### config.mk
export PLATFORM = sky130hd
export DESIGN_NAME = uart_tx_flat
export DESIGN_NICKNAME = d
export VERILOG_FILES = /design/src/rtl/uart_pkg.sv /design/src/rtl/uart_tx_if.sv /design/src/rtl/uart_tx_fifo.sv /design/src/rtl/uart_tx.sv /design/src/flat_wrapper.sv
export SDC_FILE = /design/constraint.sdc
export NUM_CORES = 1
export LEC_CHECK = 0
export ABC_AREA = 1
export BUFFER_PORTS_ARGS = -buffer_cell sky130_fd_sc_hd__buf_2
export CAP_MARGIN = 10
export CORE_ASPECT_RATIO = 0.7
export CORE_MARGIN = 5
export CORE_UTILIZATION = 45
export CTS_CLUSTER_DIAMETER = 200
export DETAILED_ROUTE_END_ITERATION = 10
export GPL_ROUTABILITY_DRIVEN = 0
export HOLD_SLACK_MARGIN = 0.03
export RECOVER_POWER = 50
export SLEW_MARGIN = 20
export SYNTH_ARGS = -nofsm -noshare
export SYNTH_HDL_FRONTEND = slang
export SYNTH_SLANG_ARGS = --single-unit
### constraint.sdc
create_clock -name clk -period 2.06 [get_ports clk]
set_clock_uncertainty 0.1 [all_clocks]
set_input_delay 0.412 -clock clk [delete_from_list [all_inputs] [get_ports clk]]
set_output_delay 0.412 -clock clk [all_outputs]
set_load 0.02 [all_outputs]
### src/rtl/uart_pkg.sv
// Definitions shared by the UART transmitter and receiver so both sides agree
// on frame layout, FSM encoding and default baud divisor.
package uart_pkg;

  localparam int DATA_BITS            = 8;
  localparam int DEFAULT_CLKS_PER_BIT = 1000;

  typedef enum logic [1:0] {
    IDLE  = 2'd0,
    START = 2'd1,
    DATA  = 2'd2,
    STOP  = 2'd3
  } uart_state_e;

endpackage

### src/rtl/uart_tx_if.sv
// Byte-write side of the UART transmitter: CPU write strobe and data in,
// queue status and the serial line out.
interface uart_tx_if;
  import uart_pkg::*;

  logic                 we;
  logic [DATA_BITS-1:0] din;
  logic                 full;
  logic                 busy;
  logic                 tx;

  modport master (output we, output din, input full, input busy, input tx);
  modport slave  (input we, input din, output full, output busy, output tx);

endinterface

### src/rtl/uart_tx_fifo.sv
// Synchronous byte queue between the CPU write port and the serialiser.
// Pushes while full and pops while empty are ignored.
module uart_tx_fifo #(
  parameter int DEPTH = 4,
  parameter int WIDTH = 8
) (
  input  logic             clk,
  input  logic             rst,
  input  logic             push_i,
  input  logic [WIDTH-1:0] din_i,
  input  logic             pop_i,
  output logic [WIDTH-1:0] dout_o,
  output logic             full_o,
  output logic             empty_o,
  output logic             empty_d_o
);

  localparam int AW = $clog2(DEPTH);
  localparam logic [AW-1:0] PTR_ONE   = AW'(1);
  localparam logic [AW:0]   CNT_ONE   = (AW+1)'(1);
  localparam logic [AW:0]   CNT_DEPTH = (AW+1)'(DEPTH);

  logic [WIDTH-1:0] mem_q [DEPTH];
  logic [AW-1:0]    wr_ptr_q;
  logic [AW-1:0]    rd_ptr_q;
  logic [AW:0]      count_q;
  logic [AW:0]      count_d;
  logic             full_q;
  logic             empty_q;
  logic             do_push_s;
  logic             do_pop_s;

  always_comb begin
    do_push_s = push_i && !full_q;
    do_pop_s  = pop_i && !empty_q;
    count_d   = count_q;
    if (do_push_s && !do_pop_s) begin
      count_d = count_q + CNT_ONE;
    end else if (!do_push_s && do_pop_s) begin
      count_d = count_q - CNT_ONE;
    end else begin
      count_d = count_q;
    end
  end

  always_ff @(posedge clk or posedge rst) begin
    if (rst) begin
      wr_ptr_q <= '0;
      rd_ptr_q <= '0;
      count_q  <= '0;
      full_q   <= 1'b0;
      empty_q  <= 1'b1;
    end else begin
      if (do_push_s) begin
        wr_ptr_q <= wr_ptr_q + PTR_ONE;
      end
      if (do_pop_s) begin
        rd_ptr_q <= rd_ptr_q + PTR_ONE;
      end
      count_q <= count_d;
      full_q  <= (count_d == CNT_DEPTH);
      empty_q <= (count_d == '0);
    end
  end

  // Storage needs no reset: the pointers and count define what is valid.
  always_ff @(posedge clk) begin
    if (do_push_s) begin
      mem_q[wr_ptr_q] <= din_i;
    end
  end

  assign dout_o    = mem_q[rd_ptr_q];
  assign full_o    = full_q;
  assign empty_o   = empty_q;
  assign empty_d_o = (count_d == '0);

endmodule

### src/rtl/uart_tx.sv
// 8N1 UART transmitter: queued bytes are sent LSB-first, CLKS_PER_BIT clocks
// per bit, with back-to-back frames sent without an idle gap.
module uart_tx
  import uart_pkg::*;
#(
  parameter int CLKS_PER_BIT = DEFAULT_CLKS_PER_BIT,
  parameter int FIFO_DEPTH   = 4
) (
  input  logic      clk,
  input  logic      rst,
  uart_tx_if.slave  bus
);

  localparam logic [15:0] CNT_LAST = 16'(CLKS_PER_BIT - 1);
  localparam logic [15:0] CNT_ONE  = 16'd1;
  localparam logic [2:0]  IDX_LAST = 3'(DATA_BITS - 1);
  localparam logic [2:0]  IDX_ONE  = 3'd1;

  uart_state_e          state_q, state_d;
  logic [15:0]          cnt_q, cnt_d;
  logic [2:0]           idx_q, idx_d;
  logic [DATA_BITS-1:0] shift_q, shift_d;
  logic                 tx_q, tx_d;
  logic                 busy_q, busy_d;
  logic                 bit_end_s;
  logic                 pop_s;
  logic [DATA_BITS-1:0] fifo_dout_s;
  logic                 fifo_full_s;
  logic                 fifo_empty_s;
  logic                 fifo_empty_d_s;

  uart_tx_fifo #(
    .DEPTH (FIFO_DEPTH),
    .WIDTH (DATA_BITS)
  ) u_fifo (
    .clk       (clk),
    .rst       (rst),
    .push_i    (bus.we),
    .din_i     (bus.din),
    .pop_i     (pop_s),
    .dout_o    (fifo_dout_s),
    .full_o    (fifo_full_s),
    .empty_o   (fifo_empty_s),
    .empty_d_o (fifo_empty_d_s)
  );

  always_comb begin
    state_d   = state_q;
    cnt_d     = cnt_q;
    idx_d     = idx_q;
    shift_d   = shift_q;
    tx_d      = tx_q;
    pop_s     = 1'b0;
    bit_end_s = (cnt_q == CNT_LAST);
    case (state_q)
      IDLE: begin
        tx_d  = 1'b1;
        cnt_d = '0;
        idx_d = '0;
        if (!fifo_empty_s) begin
          pop_s   = 1'b1;
          shift_d = fifo_dout_s;
          tx_d    = 1'b0;
          state_d = START;
        end else begin
          state_d = IDLE;
        end
      end
      START: begin
        if (bit_end_s) begin
          cnt_d   = '0;
          idx_d   = '0;
          tx_d    = shift_q[0];
          state_d = DATA;
        end else begin
          cnt_d = cnt_q + CNT_ONE;
        end
      end
      DATA: begin
        if (bit_end_s) begin
          cnt_d = '0;
          if (idx_q == IDX_LAST) begin
            tx_d    = 1'b1;
            state_d = STOP;
          end else begin
            shift_d = {1'b0, shift_q[DATA_BITS-1:1]};
            tx_d    = shift_q[1];
            idx_d   = idx_q + IDX_ONE;
          end
        end else begin
          cnt_d = cnt_q + CNT_ONE;
        end
      end
      STOP: begin
        if (bit_end_s) begin
          cnt_d = '0;
          // Chain straight into the next start bit when more data is queued.
          if (!fifo_empty_s) begin
            pop_s   = 1'b1;
            shift_d = fifo_dout_s;
            tx_d    = 1'b0;
            state_d = START;
          end else begin
            tx_d    = 1'b1;
            state_d = IDLE;
          end
        end else begin
          cnt_d = cnt_q + CNT_ONE;
        end
      end
      default: begin
        state_d = IDLE;
        tx_d    = 1'b1;
        cnt_d   = '0;
        idx_d   = '0;
      end
    endcase
    busy_d = (state_d != IDLE) || !fifo_empty_d_s;
  end

  always_ff @(posedge clk or posedge rst) begin
    if (rst) begin
      state_q <= IDLE;
      cnt_q   <= '0;
      idx_q   <= '0;
      shift_q <= '0;
      tx_q    <= 1'b1;
      busy_q  <= 1'b0;
    end else begin
      state_q <= state_d;
      cnt_q   <= cnt_d;
      idx_q   <= idx_d;
      shift_q <= shift_d;
      tx_q    <= tx_d;
      busy_q  <= busy_d;
    end
  end

  assign bus.tx   = tx_q;
  assign bus.busy = busy_q;
  assign bus.full = fifo_full_s;

endmodule

### src/flat_wrapper.sv
// flat-port wrapper written by rule: the top's interface ports become plain ports
module uart_tx_flat import uart_pkg::*;
#(
  parameter int CLKS_PER_BIT = DEFAULT_CLKS_PER_BIT,
  parameter int FIFO_DEPTH   = 4
)
  (clk, rst, bus_we, bus_din, bus_full, bus_busy, bus_tx);
  uart_tx_if bus_i ();
  input  logic clk;
  input  logic rst;
  input wire logic [$bits(bus_i.we)-1:0] bus_we;
  input wire logic [$bits(bus_i.din)-1:0] bus_din;
  output wire logic [$bits(bus_i.full)-1:0] bus_full;
  output wire logic [$bits(bus_i.busy)-1:0] bus_busy;
  output wire logic [$bits(bus_i.tx)-1:0] bus_tx;
  assign bus_i.we = bus_we;
  assign bus_i.din = bus_din;
  assign bus_full = bus_i.full;
  assign bus_busy = bus_i.busy;
  assign bus_tx = bus_i.tx;
  uart_tx #(.CLKS_PER_BIT(CLKS_PER_BIT), .FIFO_DEPTH(FIFO_DEPTH)) u_core (.clk(clk), .rst(rst), .bus(bus_i));
endmodule
==> results.md <==
* Outcome: finished clean
* RSZ-0062 raised after global routing: no
* Arrival time worst endpoint at ~2.0 ns
* Post-DR vias/cell at 4.994
* Total routed wirelength at 6996 um
* Reg clk slew, reported paths at 0.06 ns
* Post-synth EDFFs at 32
* Top_reg_cell synth: dfrtp_1
* Nets at 420
* Via count at 2497
* Int Power at between 2 and 3 mW
* Port Buffers at 13
* Slew of the pin with the lowest slew margin at between 1 and 1.5 ns
* CP Max Fanout at 9
* Crit start category: flip-flop
* Core Box Area at around 7800 um^2
* Register bit total from synthesis at between 70 and 80
* Largest cells by area after synthesis: edfxtp_1 27%, dfrtp_1 27%, nand2_1 6.1%
* Layout Cells excl Fill at 500
* Synth async-reset ratio at 0.5556
* Max Buffers Root-to-Sink at 2
* Seq pwr share at 0.466
* Most frequent cell after synthesis: nand2_1
* CTS Buf Count at 9
* Largest net degree at the start of global routing at 41
* Most common cell on crit path: nand2_2
* CTS sink count at between 70 and 80
* Crit path largest cell delay at approximately 0.43 ns
* CP Class: flip-flop to flip-flop
* Sw Pwr at 1.114 mW
* Setup tns final at 0 ns
* FF-to-FF End: u_core.bus.busy$_DFF_PP0_
* Clock network fraction of total power at 0.362
* Worst Hold Class: input pin to flip-flop
* Diode count at 0
* Yosys top cell area share at 0.2721
* Max cap viols at 0
* Drc violations at 0
* Chip width at 115.9 um
* Final slew viol count at 0
* Setup crit end kind: flip-flop
* Filler cell count in the final layout at 729
* Pwr dens at approximately 960 nW/um^2
* Antenna Nets Post-Route at 0
* Final hold violations at 0
* R2R setup slack at between 0.15 and 0.2 ns
* Cell area after technology mapping at 3532 um^2
* Final Setup Violations at 0
* FP Rows at 27
* Drt pass-1 iters at 4
* Synth Instances at around 360
* Top cell type by total area after synthesis: edfxtp_1
* Dpl hpwl at 5001 um
* Gr usage total at 0.1589
* Synth unique cells at 36
* Area grow syn2layout at 15.48%
* Vias in the first global route at 2385
* Ys Warns at 0
* Hold path startpoint: bus_din[1]
* WL/cell at 13.99 um
* Placed Cells at ~480
* Initial core utilization at 0.4546
* CP Data Required Time at 2.17 ns
* DR iter-0 viols at 179
* Initial antenna violation count at 0
* Worst r2r path cells at 11
* H-tree lvl count at 3
* Root buffer cell: clkbuf_16
* Static Leak at roughly 1.8 nW
* Sequential-to-total area share from yosys stat at 0.5561
* Crit path time final at 1.901 ns
* Worst IR Drop VDD at 526.9 uV
* Worst Setup EP: u_core.bus.busy$_DFF_PP0_
* Final Cycle Share at 0.9230
* Clock latency on the worst-skew pair at 0.33 ns
* Sw Share at 0.2857
* Origin of the critical flop-to-flop path: u_core.state_q[0]$_DFF_PP0_
* CP startpoint: u_core.state_q[0]$_DFF_PP0_
* Worst path cell trace: inv_1, ha_4, nor2_1, buf_4, nand2_4, nand2_8, nand2_2, nand2_2, nand2_2, nor2_2, nand3_1
* Die ar. at 9749 um^2
* First-pass GRT wire length at 11940 um
* Logic gate share of total power at 0.173
* Relative max-transition margin at 0.3179
* Synthesized net count at 390
* CTS tree: done
* Overflow after GRT at 0
* Slowest-stage cell, CP: dfrtp_1
* Synth top cells by count: 57 x nand2_1, 48 x nor2_1, 38 x dfrtp_1
* Die H at around 84 um
* Fmax at 526.0 MHz
* Boundary Pins at 14
* Layout cell share with drive strength beyond 1 at 0.1880
* Syn Area/Cell at 9.704 um^2
kinds of logic (layout without fill, tap and decap cells):
group,count (synthesis),in the layout,synth area share
flops,72,72,0.5561
fa+ha+maj,15,15,0.05313
compound gates,64,64,0.1027
simple gates,157,157,0.2168
xor+xnor,6,6,0.01488
buf+inv,50,85,0.05632
worst max-delay path, delay by kind of cell, from the launching register on:
kind,cells,cell delay (ns)
simple gates,8,0.62
buf+inv,2,0.39
fa+ha+maj,1,0.26
flops,1,0.43
cell type report:
| type | count | area, um^2 | area share |
|---|---|---|---|
| clock buffers | 10 | 229.0 | 0.05614 |
| multi-input cells | 242 | 1403 | 0.3439 |
| flip-flops and latches | 72 | 1964 | 0.4816 |
| well taps | 101 | 126.4 | 0.03098 |
| clock inverters | 6 | 45.04 | 0.01104 |
| inverters | 43 | 161.4 | 0.03957 |
| repair buffers | 26 | 150.1 | 0.03681 |
layout by cell type (no fill, tap or decap), types with 2 or more instances in the layout:
cell,instances
nand3_1,18
clkbuf_1,9
nor2_2,4
nor2_4,3
nand4_1,3
nor3_2,2
xor2_1,5
a31oi_1,5
a21oi_1,10
o21ai_0,27
nor2_1,48
o211ai_1,3
inv_1,34
inv_2,9
o22ai_1,7
o21ai_2,2
clkinvlp_4,3
buf_4,12
nor3_1,6
edfxtp_1,32
nand2_4,4
dfrtp_1,38
clkbuf_16,9
ha_4,2
nand2_2,8
dfstp_2,2
buf_2,5
o21ai_1,5
ha_1,12
nand3_2,2
nand2_1,56
metrics by stage:
step	power (mW)	utilization	setup WS, ns	hold WS (ns)	area (um^2)
6_report	3.900	0.5250	0.1587	0.2413	4079
5_1_grt	4.119	0.5250	0.006047	0.2384	4079
4_1_cts	3.948	0.5203	0.08490	0.1201	4043
3_5_place_dp	2.513	0.4850	0.1092	0.3708	3769
3_3_place_gp	2.496	0.4850	0.1848	0.3550	3769
2_1_floorplan	2.294	-	0.1803	0.3329	3532
how the worst min path moves through the flow:
stage | end | slack, ns | cells after the start
2_1_floorplan | u_core.cnt_q[0]$_DFF_PP0_ | 0.33 | 1
3_3_place_gp | u_core.cnt_q[0]$_DFF_PP0_ | 0.35 | 1
3_5_place_dp | u_core.cnt_q[0]$_DFF_PP0_ | 0.37 | 1
4_1_cts | u_core.u_fifo.count_q[1]$_DFF_PP0_ | 0.12 | 3
5_1_grt | u_core.u_fifo.mem_q[3][5]$_DFFE_PP_ | 0.24 | 1
6_report | u_core.u_fifo.mem_q[1][1]$_DFFE_PP_ | 0.24 | 1
flip-flops by register name, indices dropped and copies added (netlist names):
signal / cells
u_core.u_fifo.full_o: 1
u_core.bus.busy: 1
u_core.state_q: 2
u_core.cnt_q: 16
u_core.u_fifo.count_q: 3
u_core.u_fifo.empty_o: 1
u_core.idx_q: 3
u_core.shift_q: 8
u_core.u_fifo.rd_ptr_q: 2
u_core.bus.tx: 1
u_core.u_fifo.wr_ptr_q: 2
u_core.u_fifo.mem_q: 32
repair_timing:
item                                    in CTS  in global routing
endpoints found under the setup margin       0                  9
gates resized for setup                      0                  8
hold buffers                                 0                  0
setup buffers                                0                  2
endpoints found under the hold margin        0                  0
power groups by stage:
| stage | sequential (mW) | clock [mW] | combinational (mW) |
|---|---|---|---|
| 2_1_floorplan | 1.83 | 0 | 0.467 |
| 3_3_place_gp | 1.84 | 0 | 0.656 |
| 3_5_place_dp | 1.84 | 0 | 0.669 |
| 4_1_cts | 1.82 | 1.46 | 0.673 |
| 5_1_grt | 1.83 | 1.52 | 0.765 |
| 6_report | 1.82 | 1.41 | 0.674 |
per-layer routing:
metal  vias up  GRT usage  share of wire  wire, um
met3        12    0.04420          0.050       353
met4         0    0.06006          0.018       129
met2        37     0.2057           0.39      2748
li1       1283          -              -         -
met5         -          0              0         0
met1      1165     0.2484           0.54      3764
(Power assumes the default switching activity.)
